[src/rtl/bcd_pkg.sv]
// Shared BCD definitions for the BCD counter family (incrementer and
// down-counter).
//   bcd_digit_t   : one packed BCD digit
//   BCD_ZERO/NINE : digit bounds used by borrow/carry and wrap logic
//   is_bcd_digit  : true when a nibble holds a legal decimal digit (0-9)
package bcd_pkg;

  typedef logic [3:0] bcd_digit_t;

  localparam bcd_digit_t BCD_ZERO = 4'd0;
  localparam bcd_digit_t BCD_NINE = 4'd9;

  function automatic logic is_bcd_digit(input bcd_digit_t d);
    return (d <= BCD_NINE);
  endfunction

endpackage

[src/rtl/bcd_dec_digit.sv]
// Combinational single-digit BCD decrement with ripple borrow.
//   digit      : current BCD digit
//   borrow_in  : request to take one from this digit
//   digit_out  : digit after the borrow is applied
//   borrow_out : borrow passed to the next more-significant digit
module bcd_dec_digit
  import bcd_pkg::*;
(
  input  bcd_digit_t digit,
  input  logic       borrow_in,
  output bcd_digit_t digit_out,
  output logic       borrow_out
);

  always_comb begin
    digit_out  = digit;
    borrow_out = 1'b0;
    if (borrow_in) begin
      if (digit == BCD_ZERO) begin
        digit_out  = BCD_NINE;
        borrow_out = 1'b1;
      end else begin
        digit_out  = digit - 4'd1;
      end
    end
  end

endmodule

[src/rtl/bcd_down_counter.sv]
// Multi-digit packed BCD down-counter (countdown timer core).
//   clk, reset : system clock, asynchronous active-high reset
//   load       : load request, takes load_val on the next edge (wins over dec)
//   load_val   : packed BCD load value, digit 0 in bits [3:0]
//   dec        : decrement tick, one BCD step per cycle it is high
//   count      : registered packed BCD count
//   zero       : registered, high while count is all zeros
//   done       : one-cycle pulse when a dec takes count from 1 to 0
//   wrapped    : one-cycle pulse when a dec at zero wraps to all nines (WRAP=1)
//   load_err   : one-cycle pulse when a load carries a digit above 9
//
// Implicit two-state behaviour, encoded by zero_q:
//   state      | meaning
//   COUNTING   | zero_q = 0, count nonzero, dec steps down
//   IDLE_ZERO  | zero_q = 1, dec saturates (WRAP=0) or wraps to all nines
module bcd_down_counter
  import bcd_pkg::*;
#(
  parameter int DIGITS = 3,
  parameter bit WRAP   = 1'b0
) (
  input  logic                clk,
  input  logic                reset,
  input  logic                load,
  input  logic [4*DIGITS-1:0] load_val,
  input  logic                dec,
  output logic [4*DIGITS-1:0] count,
  output logic                zero,
  output logic                done,
  output logic                wrapped,
  output logic                load_err
);

  localparam int W = 4 * DIGITS;

  logic [W-1:0]    count_q, count_d;
  logic            zero_q, zero_d;
  logic            done_q, done_d;
  logic            wrapped_q, wrapped_d;
  logic            load_err_q, load_err_d;

  logic [W-1:0]    count_dec;
  logic [DIGITS:0] borrow;
  logic            at_zero;
  logic            load_ok;

  // Digit 0 always receives the borrow; the borrow leaving the top digit
  // means every digit was zero, and the chain output is then all nines,
  // which is exactly the wrap value.
  assign borrow[0] = 1'b1;
  assign at_zero   = borrow[DIGITS];

  for (genvar g = 0; g < DIGITS; g++) begin : g_digit
    bcd_dec_digit u_dec_digit (
      .digit      (count_q[4*g +: 4]),
      .borrow_in  (borrow[g]),
      .digit_out  (count_dec[4*g +: 4]),
      .borrow_out (borrow[g+1])
    );
  end

  always_comb begin
    load_ok = 1'b1;
    for (int i = 0; i < DIGITS; i++) begin
      if (!is_bcd_digit(load_val[4*i +: 4])) load_ok = 1'b0;
    end
  end

  always_comb begin
    count_d    = count_q;
    done_d     = 1'b0;
    wrapped_d  = 1'b0;
    load_err_d = 1'b0;
    if (load) begin
      if (load_ok) count_d = load_val;
      else         load_err_d = 1'b1;
    end else if (dec) begin
      if (at_zero) begin
        if (WRAP) begin
          count_d   = count_dec;
          wrapped_d = 1'b1;
        end
      end else begin
        count_d = count_dec;
        done_d  = (count_dec == '0);
      end
    end
    zero_d = (count_d == '0);
  end

  always_ff @(posedge clk or posedge reset) begin
    if (reset) begin
      count_q    <= '0;
      zero_q     <= 1'b1;
      done_q     <= 1'b0;
      wrapped_q  <= 1'b0;
      load_err_q <= 1'b0;
    end else begin
      count_q    <= count_d;
      zero_q     <= zero_d;
      done_q     <= done_d;
      wrapped_q  <= wrapped_d;
      load_err_q <= load_err_d;
    end
  end

  assign count    = count_q;
  assign zero     = zero_q;
  assign done     = done_q;
  assign wrapped  = wrapped_q;
  assign load_err = load_err_q;

endmodule

[config.mk]
export PLATFORM = sky130hd
export DESIGN_NAME = bcd_down_counter
export DESIGN_NICKNAME = d
export VERILOG_FILES = /design/src/rtl/bcd_pkg.sv /design/src/rtl/bcd_dec_digit.sv /design/src/rtl/bcd_down_counter.sv
export SDC_FILE = /design/constraint.sdc
export NUM_CORES = 1
export LEC_CHECK = 0
export BUFFER_PORTS_ARGS = -buffer_cell sky130_fd_sc_hd__buf_2
export CAP_MARGIN = 20
export CORE_MARGIN = 2
export CORE_UTILIZATION = 54
export CTS_CLUSTER_SIZE = 12
export DETAILED_ROUTE_END_ITERATION = 16
export MAX_ROUTING_LAYER = met4
export PLACE_DENSITY = 0.84
export SYNTH_ARGS = -nofsm -noshare
export SYNTH_HDL_FRONTEND = slang
export SYNTH_SLANG_ARGS = --single-unit
[constraint.sdc]
create_clock -name clk -period 4.7 [get_ports clk]
set_clock_uncertainty 0.2 [all_clocks]
set_input_delay 0.47 -clock clk [delete_from_list [all_inputs] [get_ports clk]]
set_output_delay 0.47 -clock clk [all_outputs]
set_load 0.05 [all_outputs]
==> Word-level counts from Yosys, hierarchy flattened <==
Index checks and enable logic that the tools add are counted.
{ "classes": {"add_sub_neg": 3, "order_cmp": 3, "n_mux": 22, "n_reduce_logical": 5} }
{ "ops": {"columns": ["op", "n"], "rows": [
  ["$mux W12", 4],
  ["$logic_not A12 Y1", 2],
  ["$mux W4", 5],
  ["$mux W1", 13],
  ["$le A4 B4 Y1 const B", 3],
  ["$logic_not A4 Y1", 3],
  ["$sub A4 B1 Y4 const B", 3]
]} }
{ "totals": {"ff_bits": 15, "output_inout_bits": 16} }

==> Depth between registers and ports, before layout <==
Gate-level depths: netlist of the first run.
{ "logic_depth": {"depth_word": 8, "depth_mapped": 7} }

==> Cells and area by module <==
Synthesis of the first run repeated with hierarchy kept, for this count alone.
{ "unflattened": {"hier_cells": 150, "area_unflattened_um2": 1325.0} }
{ "modules_own_cells": {"columns": ["mod", "instances", "cells_each", "area_each_um2", "seq_area_each_um2"], "rows": [
  ["bcd_down_counter", 1, 117, 1088.5, 376.6],
  ["bcd_dec_digit", 3, 11, 78.8, 0.0]
]} }

==> Worst setup path before layout of the first run <==
OpenSTA, ideal clock, no wires.
{ "synth_timing": {"path_type": "flip-flop to flip-flop", "startpoint": "reg count_q[0], in the netlist count[0]", "endpoint": "reg zero_q, in the netlist zero", "setup_ps": 89, "arrival_ps": 2666, "required_time_ps": 4411, "path_slack_ps": 1745, "path_stages_with_launch": 7, "period_less_slack_ps": 2955, "cell_sequence": "dfrtp_1 -> nor3b_1 -> mux2_4 -> a211o_1 -> or4_1 -> or4_1 -> nor4b_2"} }
{ "synth_between": {"elab_chain_len": 8, "elab_cells_between_ends": 13, "classes_between": "add/sub: 1; mux: 10; reduce/logical: 2"} }
{ "synth_rtl": {"columns": ["item", "line", "text"], "rows": [
  ["from (decl)", "bcd_down_counter.sv:36", "logic [W-1:0] count_q, count_d;"],
  ["from (signal assigned)", "bcd_down_counter.sv:99", "count_q <= count_d;"],
  ["branches (longest 4 deep; another with $sub A4 B1 Y4)", null, null],
  ["$mux W12 (*)", "bcd_down_counter.sv:78", "if (at_zero) begin"],
  ["$mux W12 (*)", "bcd_down_counter.sv:77", "end else if (dec) begin"],
  ["$mux W12 (*)", "bcd_down_counter.sv:74", "if (load) begin"],
  ["named net count_d[2]", "bcd_down_counter.sv:36", null],
  ["$logic_not A12 Y1 (*)", "bcd_down_counter.sv:88", "zero_d = (count_d == '0);"],
  ["named net zero_d", "bcd_down_counter.sv:37", "logic zero_q, zero_d;"],
  ["to (signal assigned)", "bcd_down_counter.sv:100", "zero_q <= zero_d;"],
  ["to (decl)", "bcd_down_counter.sv:37", null]
]} }
Mark *: on every way through the listed nets, which the timed path passes.

==> Final worst setup path of the first run <==
Ends and elaborated chain as after synthesis.

==> results of run 1 <==
==> cell families after synthesis <==
group	count (synthesis)
flops	15
other cells	1
buf+inv	13
simple gates	53
mux	3
compound gates	30
==> layout by cell type (no fill, tap or decap), types with 2 or more instances in the layout <==
cell | netlist | routed
nand3_1 | 5 | 5
nor4_1 | 3 | 3
nand2_1 | 8 | 8
o211ai_1 | 4 | 4
nor2b_1 | 2 | 2
buf_2 | 0 | 30
a211o_1 | 3 | 3
nor2_1 | 9 | 9
nor3_1 | 6 | 6
or4_1 | 2 | 2
o21a_1 | 2 | 2
nor4b_2 | 2 | 2
o221ai_1 | 2 | 2
a31oi_1 | 4 | 4
o21ai_1 | 4 | 4
o21ai_0 | 2 | 2
inv_1 | 8 | 8
clkbuf_4 | 0 | 3
dfrtp_1 | 14 | 14
==> final cells by class <==
class	count	area share, %
Multi-Input combinational cell	87	49.1
Sequential cell	15	30.9
Timing Repair Buffer	30	12.3
Inverter	9	2.77
Tap cell	25	2.57
Clock buffer	3	1.85
Clock inverter	1	0.411
==> through the flow <==
step / setup WS, ns / utilization (%) / cells / hold slack [ns] / total power (W)
final: 1.70 / 69.0 / 170 / 0.0159 / 0.000536
after global routing: 1.59 / 69.0 / 170 / 0.0496 / 0.000568
after CTS: 1.69 / 69.0 / 170 / 0.0450 / 0.000532
after detailed placement: 1.58 / 67.4 / 166 / 0.363 / 0.000455
after global placement: 1.60 / 67.4 / 166 / 0.344 / 0.000451
after floorplan: 1.74 / - / 115 / 0.171 / 0.000395
==> sequential cells by signal, indices dropped and copies added (netlist names) <==
| signal | cells |
|---|---|
| done | 1 |
| count | 12 |
| zero | 1 |
| load_err | 1 |
==> metal layers <==
layer	vias up	global-route usage, %	share of wire [%]
met1	503	38.7	41
met2	76	38.7	45
met3	13	5.66	11
met4	0	13.0	2.8
li1	503	-	-
met5	-	-	0
==> power by group through the flow <==
stage | Combinational [W] | Clock [W] | Sequential, W
after floorplan | 0.000112 | 0 | 0.000283
after global placement | 0.000251 | 0 | 0.000200
after detailed placement | 0.000253 | 0 | 0.000202
after CTS | 0.000255 | 0.0000777 | 0.000199
after global routing | 0.000274 | 0.0000882 | 0.000206
final | 0.000256 | 0.0000789 | 0.000201
==> how the worst max path moves through the flow <==
stage                  start    to  slack, ns  cells after the start
finish              count[0]  zero       1.70                      6
CTS                 count[0]  zero       1.69                      6
global placement         dec  zero       1.60                      7
detailed placement       dec  zero       1.58                      7
global route        count[0]  zero       1.59                      6
floorplan           count[0]  zero       1.74                      6
==> summary.md, run 1 <==
| Metric | Value |
|---|---|
| Status | finished, final reports clean |
| Post-synth top area share | between 30 and 40% |
| Syn Nets | about 130 |
| GPL Wtd Cong | between 0.8 and 0.9 |
| Final period util | ~64% |
| # resized after CTS | 0 |
| Post CTS Setup Buffer Count | 0 |
| Max-slew headroom | roughly 50% |
| Worst setup SP type | flip-flop |
| Total number of vias | 1095 |
| Vias/cell | 6.44 |
| H-tree levels | 1 |
| Ys async rst share | 100% |
| Width of the die | roughly 48 µm |
| Initial antenna violation count | 0 |
| Slowest cell on crit path | nor3b_1 |
| Placed inst area | ~1200 µm² |
| Count of warnings emitted by yosys | 0 |
| Post-synth EDFFs | 0 |
| Core Area | between 1500 and 2000 µm² |
| Routed WL | around 2700 µm |
| Max-slew violations | 0 |
| Final min period | between 2 and 3 ns |
| Die area | about 2300 µm² |
| Initial Util | around 59% |
| Most used cell, CP | or4_1 |
| Multi-input logic area | 598 µm² |
| Largest net degree at the start of global routing | 16 |
| Cell area after synthesis | just over 1000 µm² |
| Synth Area in Adders | 0% |
| Register area | between 300 and 400 µm² |
| Share of cells above drive strength 1 | roughly a third |
| Cts bufs inserted | 3 |
| Hold_buf cts | 0 |
| Area grow syn2layout | 17.7% |
| Worst R2R Setup Slack | 1.70 ns |
| Synth top area cells | dfrtp_1, nor2_1, nor3_1, inv_1, nand2_1 |
| Worst-path cell chain | nor3b_1 -> mux2_4 -> a211o_1 -> or4_1 -> or4_1 -> nor4b_2 |
| Predominant post-synthesis flop cell | dfrtp_1 |
| Net Sw Frac | between 50% and 60% |
| Synth area leader | dfrtp_1 |
| Post-route DRC | 0 |
| Clock Latency Late Sink | around 0.30 ns |
| Clock root buffer master | clkbuf_4 |
| Sequential share of the synthesized area | between 30% and 40% |
| Clock Path Buffers | 2 |
| Initial DRC Count | 54 |
| Xor-xnor portion of the synthesized cell area | 0% |
| Final Setup Violations | 0 |
| WP data required | ~4.7 ns |
| Psw | about 0.00027 W |
| TritonCTS clock tree | yes |
| Reg-to-reg endpoint | zero |
| Clock share of power | ~15% |
| Placement Rows | 15 |
| Compound-Gate Fraction of Synth Area | 21.2% |
| Routed Antenna Nets | 0 |
| Reg2reg path depth | 6 |
| Inserted Diodes | 0 |
| Leak | approximately 0.57 nW |
| Internal power | 0.000265 W |
| Yosys cell types | 52 |
| Vias in the first global route | 919 |
| TritonCTS Sinks | 15 |
| Pwr/cell area | 440 nW/µm² |
| Fill count | roughly 160 |
| Post-Synth Simple-Gate Area | about a third |
| Dpl hpwl | about 2000 µm |
| Post-Synthesis Cells | 115 |
| Sequential Power Share | between 30 and 40% |
| Port bufs | 30 |
| Largest stage delay on the critical path | 0.48 ns |
| Hold WC Path Type | in2async |
| Routed len/inst | between 15 and 20 µm |
| Clock-pin slew on the worst setup and hold paths | around 0.10 ns |
| Worst setup EP type | flip-flop |
| F_max | ~330 MHz |
| Worst-path maximum fanout | 9 |
| Fin area | 1220 µm² |
| Critical path class | reg2reg |
| Most frequent cell after synthesis | dfrtp_1 |
| FF+latch count, synth | 15 |
| Setup tns final | 0 ns |
| DR pass1 iterations | 5 |
| Die H | between 40 and 50 µm |
| VDD IR-drop max | between 0.0002 and 0.0003 V |
| IO Count | 32 |
| Max-cap violations | 0 |
| Final Hold Viols | 0 |
| Crit-path leading delay family | simple AND/OR/NAND/NOR gates |
| Overflow after GRT | 0 |
| Worst Tran Pin Value | between 0.7 and 0.8 ns |
| Avg Inst Size Synth | 9.00 µm² |
| Combinational power share | 47.8% |
| Unrepaired setup endpoints after global routing | no |
| Main combinational cell family by area after synthesis | simple AND/OR/NAND/NOR gates |
| Worst flop-to-flop path startpoint | count[0] |
| Final Net Count | between 150 and 200 |
| Global-route wire length before repair | ~4300 µm |
| Crit path buf inv count | 0 |
| Mux share of post-synthesis cell area | approximately 3.5% |
| CP arrival | about 3 ns |
| Gr usage total | approximately 28% |
| Top cells by count, synth | dfrtp_1, nor2_1, inv_1, nand2_1, nor3_1 |
No activity file was read; power rests on OpenSTA's default activity.
==> inputs of run 2 (changes only) <==
- ABC_AREA: default -> 1
- CORE_UTILIZATION: 54 -> 52
- PLACE_DENSITY: 0.84 -> 0.79
- clock period: 4.7 -> 2.9 ns (I/O delays scaled with it)
==> summary.md, run 2 <==
| Metric | Value |
|---|---|
| Die H | 52.2 µm (+9.3%) |
| Post-synth EDFFs | 0 (unchanged) |
| Synth top area cells | dfrtp_1, nand2_1, inv_1, nand3_1, o21ai_0 |
| Commonest non-fill, non-tap cell in the layout | nand2_1 |
| Routed WL | 3020 µm (+13%) |
| Overflow after GRT | 0 (unchanged) |
| Count of warnings emitted by yosys | 0 (unchanged) |
| Met3 Use GR | 2.57% (-3.1 points) |
| Internal power | 0.000408 W (+54%) |
| Post CTS Setup Buffer Count | 0 (unchanged) |
| Combinational power share | 49.9% (+2.1 points) |
| Initial DRC Count | 57 (+5.6%) |
| Hold_buf cts | 1 (+1) |
| Leak | 0.805 nW (+42%) |
| Setup tns final | 0 ns (unchanged) |
| Cell area after synthesis | 1210 µm² (+17%) |
| Met1 Resource Use GR | 31.8% (-6.9 points) |
| Vias/cell | 5.27 (-18%) |
| Cts bufs inserted | 3 (unchanged) |
| Pwr/cell area | 597 nW/µm² (+36%) |
| WP data required | 2.94 ns (-1.77 ns) |
| Inserted Diodes | 0 (unchanged) |
| Core Area | 2210 µm² (+25%) |
| IO Count | 32 (unchanged) |
| Psw | 0.000430 W (+59%) |
| Most Crowded Layer GR | met2 |
| Width of the die | 52.2 µm (+9.3%) |
| Final Hold Viols | 0 (unchanged) |
| Sequential Power Share | 34.9% (-2.6 points) |
| Worst R2R Setup Slack | 0.96 ns (-0.74 ns) |
| Post-synth top area share | 29.0% (-4.9 points) |
| Clock Latency Late Sink | 0.29 ns (about the same) |
| Critical path class | reg2reg |
| Post-route DRC | 0 (unchanged) |
| Crit path from | count[0] |
| Most frequent cell after synthesis | nand2_1 |
| Placement Rows | 17 (+2) |
| Yosys cell types | 29 (-44%) |
| Predominant post-synthesis flop cell | dfrtp_1 |
| Area grow syn2layout | 16.0% |
| Largest net degree at the start of global routing | 21 (+5) |
| Most frequent cells in the layout | nand2_1, buf_2, inv_1 |
| Die area | 2730 µm² (+19%) |
| F_max | 516 MHz (+55%) |
| DR pass1 iterations | 4 (-1) |
| H-tree levels | 1 (unchanged) |
| Dpl hpwl | 2270 µm (+14%) |
| Share of cells above drive strength 1 | 23.5% (-8.2 points) |
| Reg-to-reg endpoint | zero |
| Largest register FFs | 12 (unchanged) |
| Final Setup Violations | 0 (unchanged) |
| Initial Util | 54.6% (-4.0 points) |
| Status | finished, final reports clean |
| Max-cap violations | 0 (unchanged) |
| # resized after CTS | 0 (unchanged) |
| Worst flop-to-flop path startpoint | count[0] |
| Clock-pin slew on the worst setup and hold paths | 0.10 ns (about the same) |
| Placed insts | 240 (+45%) |
| Top cells by count, synth | nand2_1, inv_1, nand3_1 |
| Worst-path maximum fanout | 7 (-2) |
| M2 GR Usage | 42.2% (+3.5 points) |
| TritonCTS clock tree | yes |
| TritonCTS Sinks | 15 (unchanged) |
| Global-route wire length before repair | 4970 µm (+15%) |
| VDD IR-drop max | 0.000367 V (+44%) |
| Syn Nets | 203 (+55%) |
| Initial antenna violation count | 0 (unchanged) |
| Hold WC Path Type | in2reg |
| CP arrival | 1.98 ns (-1.03 ns) |
| Post-Synthesis Cells | 187 (+63%) |
| Worst Tran Pin Value | 0.610 ns (-0.111 ns) |
| Final Net Count | 234 (+44%) |
| Sequential share of the synthesized area | 31.2% (-5.2 points) |
| Fin cells | 245 (+44%) |
| Ys async rst share | 100% (unchanged) |
| Routed Antenna Nets | 0 (unchanged) |
| Reg2reg path depth | 11 (+5) |
| Clock share of power | 15.2% (+0.5 points) |
| Synth area leader | dfrtp_1 |
| Total number of vias | 1292 (+18%) |
| Vias in the first global route | 1144 (+24%) |
| Final min period | 1.94 ns (-1.06 ns) |
| CP endpoint | zero |
| Gr usage total | 25.3% (-2.7 points) |
| Avg Inst Size Synth | 6.46 µm² (-28%) |
| Final period util | 66.9% (+3.1 points) |
| Clock root buffer master | clkbuf_4 |
| Clock Path Buffers | 2 (unchanged) |
| Net Sw Frac | 51.3% (+0.82 points) |
| FF+latch count, synth | 15 (unchanged) |
| Max-slew violations | 0 (unchanged) |
| Max-slew headroom | 59.3% (+7.7 points) |
| Unrepaired setup endpoints after global routing | no |
| Routed len/inst | 12.3 µm (-21%) |
| Worst setup SP type | flip-flop |
| GPL Wtd Cong | 0.919 (+3.1%) |
| Port bufs | 30 (unchanged) |
| Worst setup EP type | flip-flop |
## run 2: cell types whose count changed after synthesis, sizes merged, moves of 4 or more
cell / before / now
a21oi: 2 / 11
a31oi: 4 / 0
inv: 9 / 25
nand2: 8 / 64
nand3: 5 / 20
nor2: 9 / 20
nor3: 6 / 1
o21ai: 6 / 15
## run 2: how the worst min path moves through the flow
stage                            from       end  slack [ns]  depth (start not counted)
final                     load_val[9]  count[9]        0.08                          3
after global routing      load_val[5]  count[5]        0.10                          3
after CTS                 load_val[6]  count[6]        0.08                          3
after detailed placement        reset      done        0.19                          2
after global placement          reset  load_err        0.18                          2
after floorplan                 reset  count[0]      -0.009                          1
## run 2: metal layers
layer	up-vias	part of all wire, %
li1	653	-
met1	585	46
met2	50	47
met3	4	6.0
met4	0	1.5
met5	-	0
## run 2: cell type report
type,instances,area [µm²]
fillers,195,810
multi-input cells,140,698
flip-flops and latches,15,377
repair buffers,32,168
inverters,26,97.6
well taps,28,35.0
clock buffers,3,22.5
clock inverters,1,5.00
## run 2: kinds of logic after synthesis
logic type      Yosys count  share of synthesized area, %
compound gates           30                          13.9
xor+xnor                  2                          1.45
buf+inv                  32                          11.1
flops                    15                          31.2
other cells               1                         0.310
simple gates            107                          42.1
## run 2: worst max-delay path, cell delays in order (launching register included)
cell     delay [ns]
dfrtp_1        0.48
nor2_4         0.20
nand2_4        0.12
nor2_8         0.18
nand2_4        0.09
nand2_4        0.08
a21oi_1        0.06
nand2_1        0.07
nand2_1        0.07
nor2_1         0.14
nand3_1        0.10
nor2_1         0.09
## run 2: stage by stage
stage               hold slack [ns]  instance area [µm²]  worst slack [ns]  power (W)  util (%)
floorplan                  -0.00924                 1210             0.980   0.000616         -
global placement              0.184                 1370             0.991   0.000702      61.7
detailed placement            0.192                 1370             0.961   0.000709      61.7
CTS                          0.0765                 1400             0.965   0.000837      63.4
global route                  0.101                 1400             0.800   0.000893      63.4
finish                       0.0842                 1400             0.961   0.000837      63.4
## run 2: power by group through the flow
stage / logic [W] / clock network (W) / registers [W]
after floorplan: 0.000212 / 0 / 0.000404
after global placement: 0.000409 / 0 / 0.000293
after detailed placement: 0.000413 / 0 / 0.000296
after CTS: 0.000416 / 0.000128 / 0.000292
after global routing: 0.000461 / 0.000134 / 0.000298
final: 0.000418 / 0.000127 / 0.000292
==> inputs of run 3 (changes only) <==
- clock period: 2.9 -> 1.9 ns (I/O delays scaled with it)
==> summary.md, run 3 (synthesis results as in run 2) <==
| Metric | Value |
|---|---|
| Status | finished, final reports clean |
| Worst setup EP type | flip-flop |
| Largest stage delay on the critical path | 0.44 ns (-0.04 ns) |
| Area grow syn2layout | 33.1% |
| Clock root buffer master | clkbuf_4 |
| Overflow after GRT | 0 (unchanged) |
| Final period util | 97.0% (+30 points) |
| Slowest cell on crit path | dfrtp_1 |
| Placed inst area | 1450 µm² (+6.0%) |
| Placed insts | 250 (+4.2%) |
| TritonCTS clock tree | yes |
| Psw | 0.000701 W (+63%) |
| Setup tns final | 0 ns (unchanged) |
| Most frequent cells in the layout | nand2_1, buf_2, inv_1 |
| Largest net degree at the start of global routing | 21 (unchanged) |
| Clock Latency Late Sink | 0.30 ns (about the same) |
| Net Sw Frac | 49.9% (-1.4 points) |
| Hold WC Path Type | in2reg |
| Worst-path maximum fanout | 6 (-1) |
| Final Setup Violations | 0 (unchanged) |
| Final Net Count | 254 (+8.5%) |
| DR pass1 iterations | 4 (unchanged) |
| Initial DRC Count | 54 (-5.3%) |
| Leak | 0.899 nW (+12%) |
| GPL Wtd Cong | 0.863 (-6.1%) |
| Routed WL | 3350 µm (+11%) |
| Inserted Diodes | 0 (unchanged) |
| Critical path class | reg2reg |
| Vias in the first global route | 1172 (+2.4%) |
| Total power | 0.00140 W (+68%) |
| Initial antenna violation count | 0 (unchanged) |
| Clock-pin slew on the worst setup and hold paths | 0.10 ns (about the same) |
| Unrepaired setup endpoints after global routing | yes |
| Clock Path Buffers | 2 (unchanged) |
| Final core utilization | 72.7% (+9.3 points) |
| Internal power | 0.000704 W (+73%) |
| Gr usage total | 26.8% (+1.6 points) |
| Post-route DRC | 0 (unchanged) |
| Final Hold Viols | 0 (unchanged) |
| Combinational power share | 54.7% (+4.8 points) |
| Max-cap violations | 0 (unchanged) |
| Worst setup SP type | flip-flop |
| Max-slew headroom | 60.1% (+0.79 points) |
| Crit path buf inv count | 1 (+1) |
| Max-slew violations | 0 (unchanged) |
| Fin cells | 265 (+8.2%) |
| Die area | 2730 µm² (unchanged) |
| Routed Antenna Nets | 0 (unchanged) |
| IO Count | 32 (unchanged) |
| Core Area | 2210 µm² (unchanged) |
| CP arrival | 1.88 ns (-0.10 ns) |
| Routed len/inst | 12.6 µm (+2.5%) |
| Total number of vias | 1385 (+7.2%) |
| WP data required | 1.94 ns (-1.00 ns) |
| Clock share of power | 14.2% (-1.0 points) |
| Largest register FFs | 12 (unchanged) |
| Placement Rows | 17 (unchanged) |
| VDD IR-drop max | 0.000609 V (+66%) |
| Die H | 52.2 µm (unchanged) |
| Initial Util | 54.6% (unchanged) |
| Worst-path cell chain | nor2_4 -> nand2_4 -> nor2_8 -> buf_12 -> nand3_2 -> nor2_2 -> o21ai_1 -> nor2_1 -> nand2_1 -> nor2_1 |
| TritonCTS Sinks | 15 (unchanged) |
| Commonest non-fill, non-tap cell in the layout | nand2_1 |
| Share of cells above drive strength 1 | 33.3% (+9.8 points) |
| Vias/cell | 5.23 (-0.89%) |
| Pwr/cell area | 873 nW/µm² (+46%) |
| Global-route wire length before repair | 5180 µm (+4.2%) |
| Most used cell, CP | nor2_1 |
| Port bufs | 30 (unchanged) |
| F_max | 542 MHz (+5.2%) |
| Crit-path leading delay family | simple AND/OR/NAND/NOR gates |
| Width of the die | 52.2 µm (unchanged) |
| Cts bufs inserted | 3 (unchanged) |
| Dpl hpwl | 2390 µm (+5.2%) |
| Worst Tran Pin Value | 0.598 ns (-0.0119 ns) |
| Sequential Power Share | 31.1% (-3.8 points) |
| Fin area | 1610 µm² (+15%) |
| H-tree levels | 1 (unchanged) |
| Final min period | 1.84 ns (-0.0959 ns) |
==> run 3: changes by cell type in the layout (fill, tap and decap cells not counted), sizes merged <==
| cell | change |
|---|---|
| dlygate4sd3 | +4 |
| buf | +16 |
==> run 3: repair_timing <==
item	in CTS	in global routing
endpoints found under the hold margin	18	0
hold buffers	5	0
gates resized for setup	2	7
setup endpoints to repair	1	2
buffers inserted	0	6
pin swaps	0	9
==> run 3: final timing paths <==
| check | slack (ns) | start | depth (start not counted) | end |
|---|---|---|---|---|
| worst max-delay path | 0.06 | count[2] | 10 | zero |
| worst min-delay path | 0.002 | load_val[7] | 3 | count[7] |
| worst max register to register | 0.06 | count[2] | 10 | zero |
| worst min register to register | 0.45 | count[11] | 2 | count[11] |
| max in group asynchronous | 0.79 | reset | 3 | count[8] |
| min in group asynchronous | 0.29 | reset | 3 | count[2] |
==> run 3: area by class of cell <==
type                    instances  area [µm²]
clock buffers                   3        22.5
flip-flops and latches         15         383
multi-input cells             140         726
well taps                      28        35.0
fillers                       198         603
clock inverters                 1        5.00
inverters                      26        97.6
repair buffers                 52         340
==> run 3: routing by layer <==
metal	routed length (µm)	global-route usage [%]	part of all wire, %	vias up
met5	0	-	0	-
met4	68	8.97	2.0	0
met3	221	4.00	6.6	11
met2	1630	44.5	49	65
met1	1420	33.7	43	625
li1	-	-	-	684
==> run 3: worst reg2reg max path, stage by stage, from the launching register on <==
cell     delay [ns]
dfrtp_1        0.44
nor2_4         0.16
nand2_4        0.11
nor2_8         0.13
buf_12         0.12
nand3_2        0.09
nor2_2         0.13
o21ai_1        0.09
nor2_1         0.12
nand2_1        0.08
nor2_1         0.10
==> run 3: through the flow <==
stage / setup slack (ns) / hold slack, ns
after CTS: 0.0153 / 0.00176
final: 0.0566 / 0.00217
after global placement: 0.0391 / 0.0757
after global routing: -0.0541 / 0.00762
after detailed placement: -0.0207 / 0.0851
after floorplan: 0.00107 / -0.110
==> run 3: power groups by stage <==
stage / sequential (W) / combinational [W] / clock, W
floorplan: 0.000621 / 0.000323 / 0
global placement: 0.000434 / 0.000689 / 0
detailed placement: 0.000437 / 0.000697 / 0
CTS: 0.000432 / 0.000712 / 0.000197
global route: 0.000443 / 0.000837 / 0.000216
finish: 0.000436 / 0.000769 / 0.000200
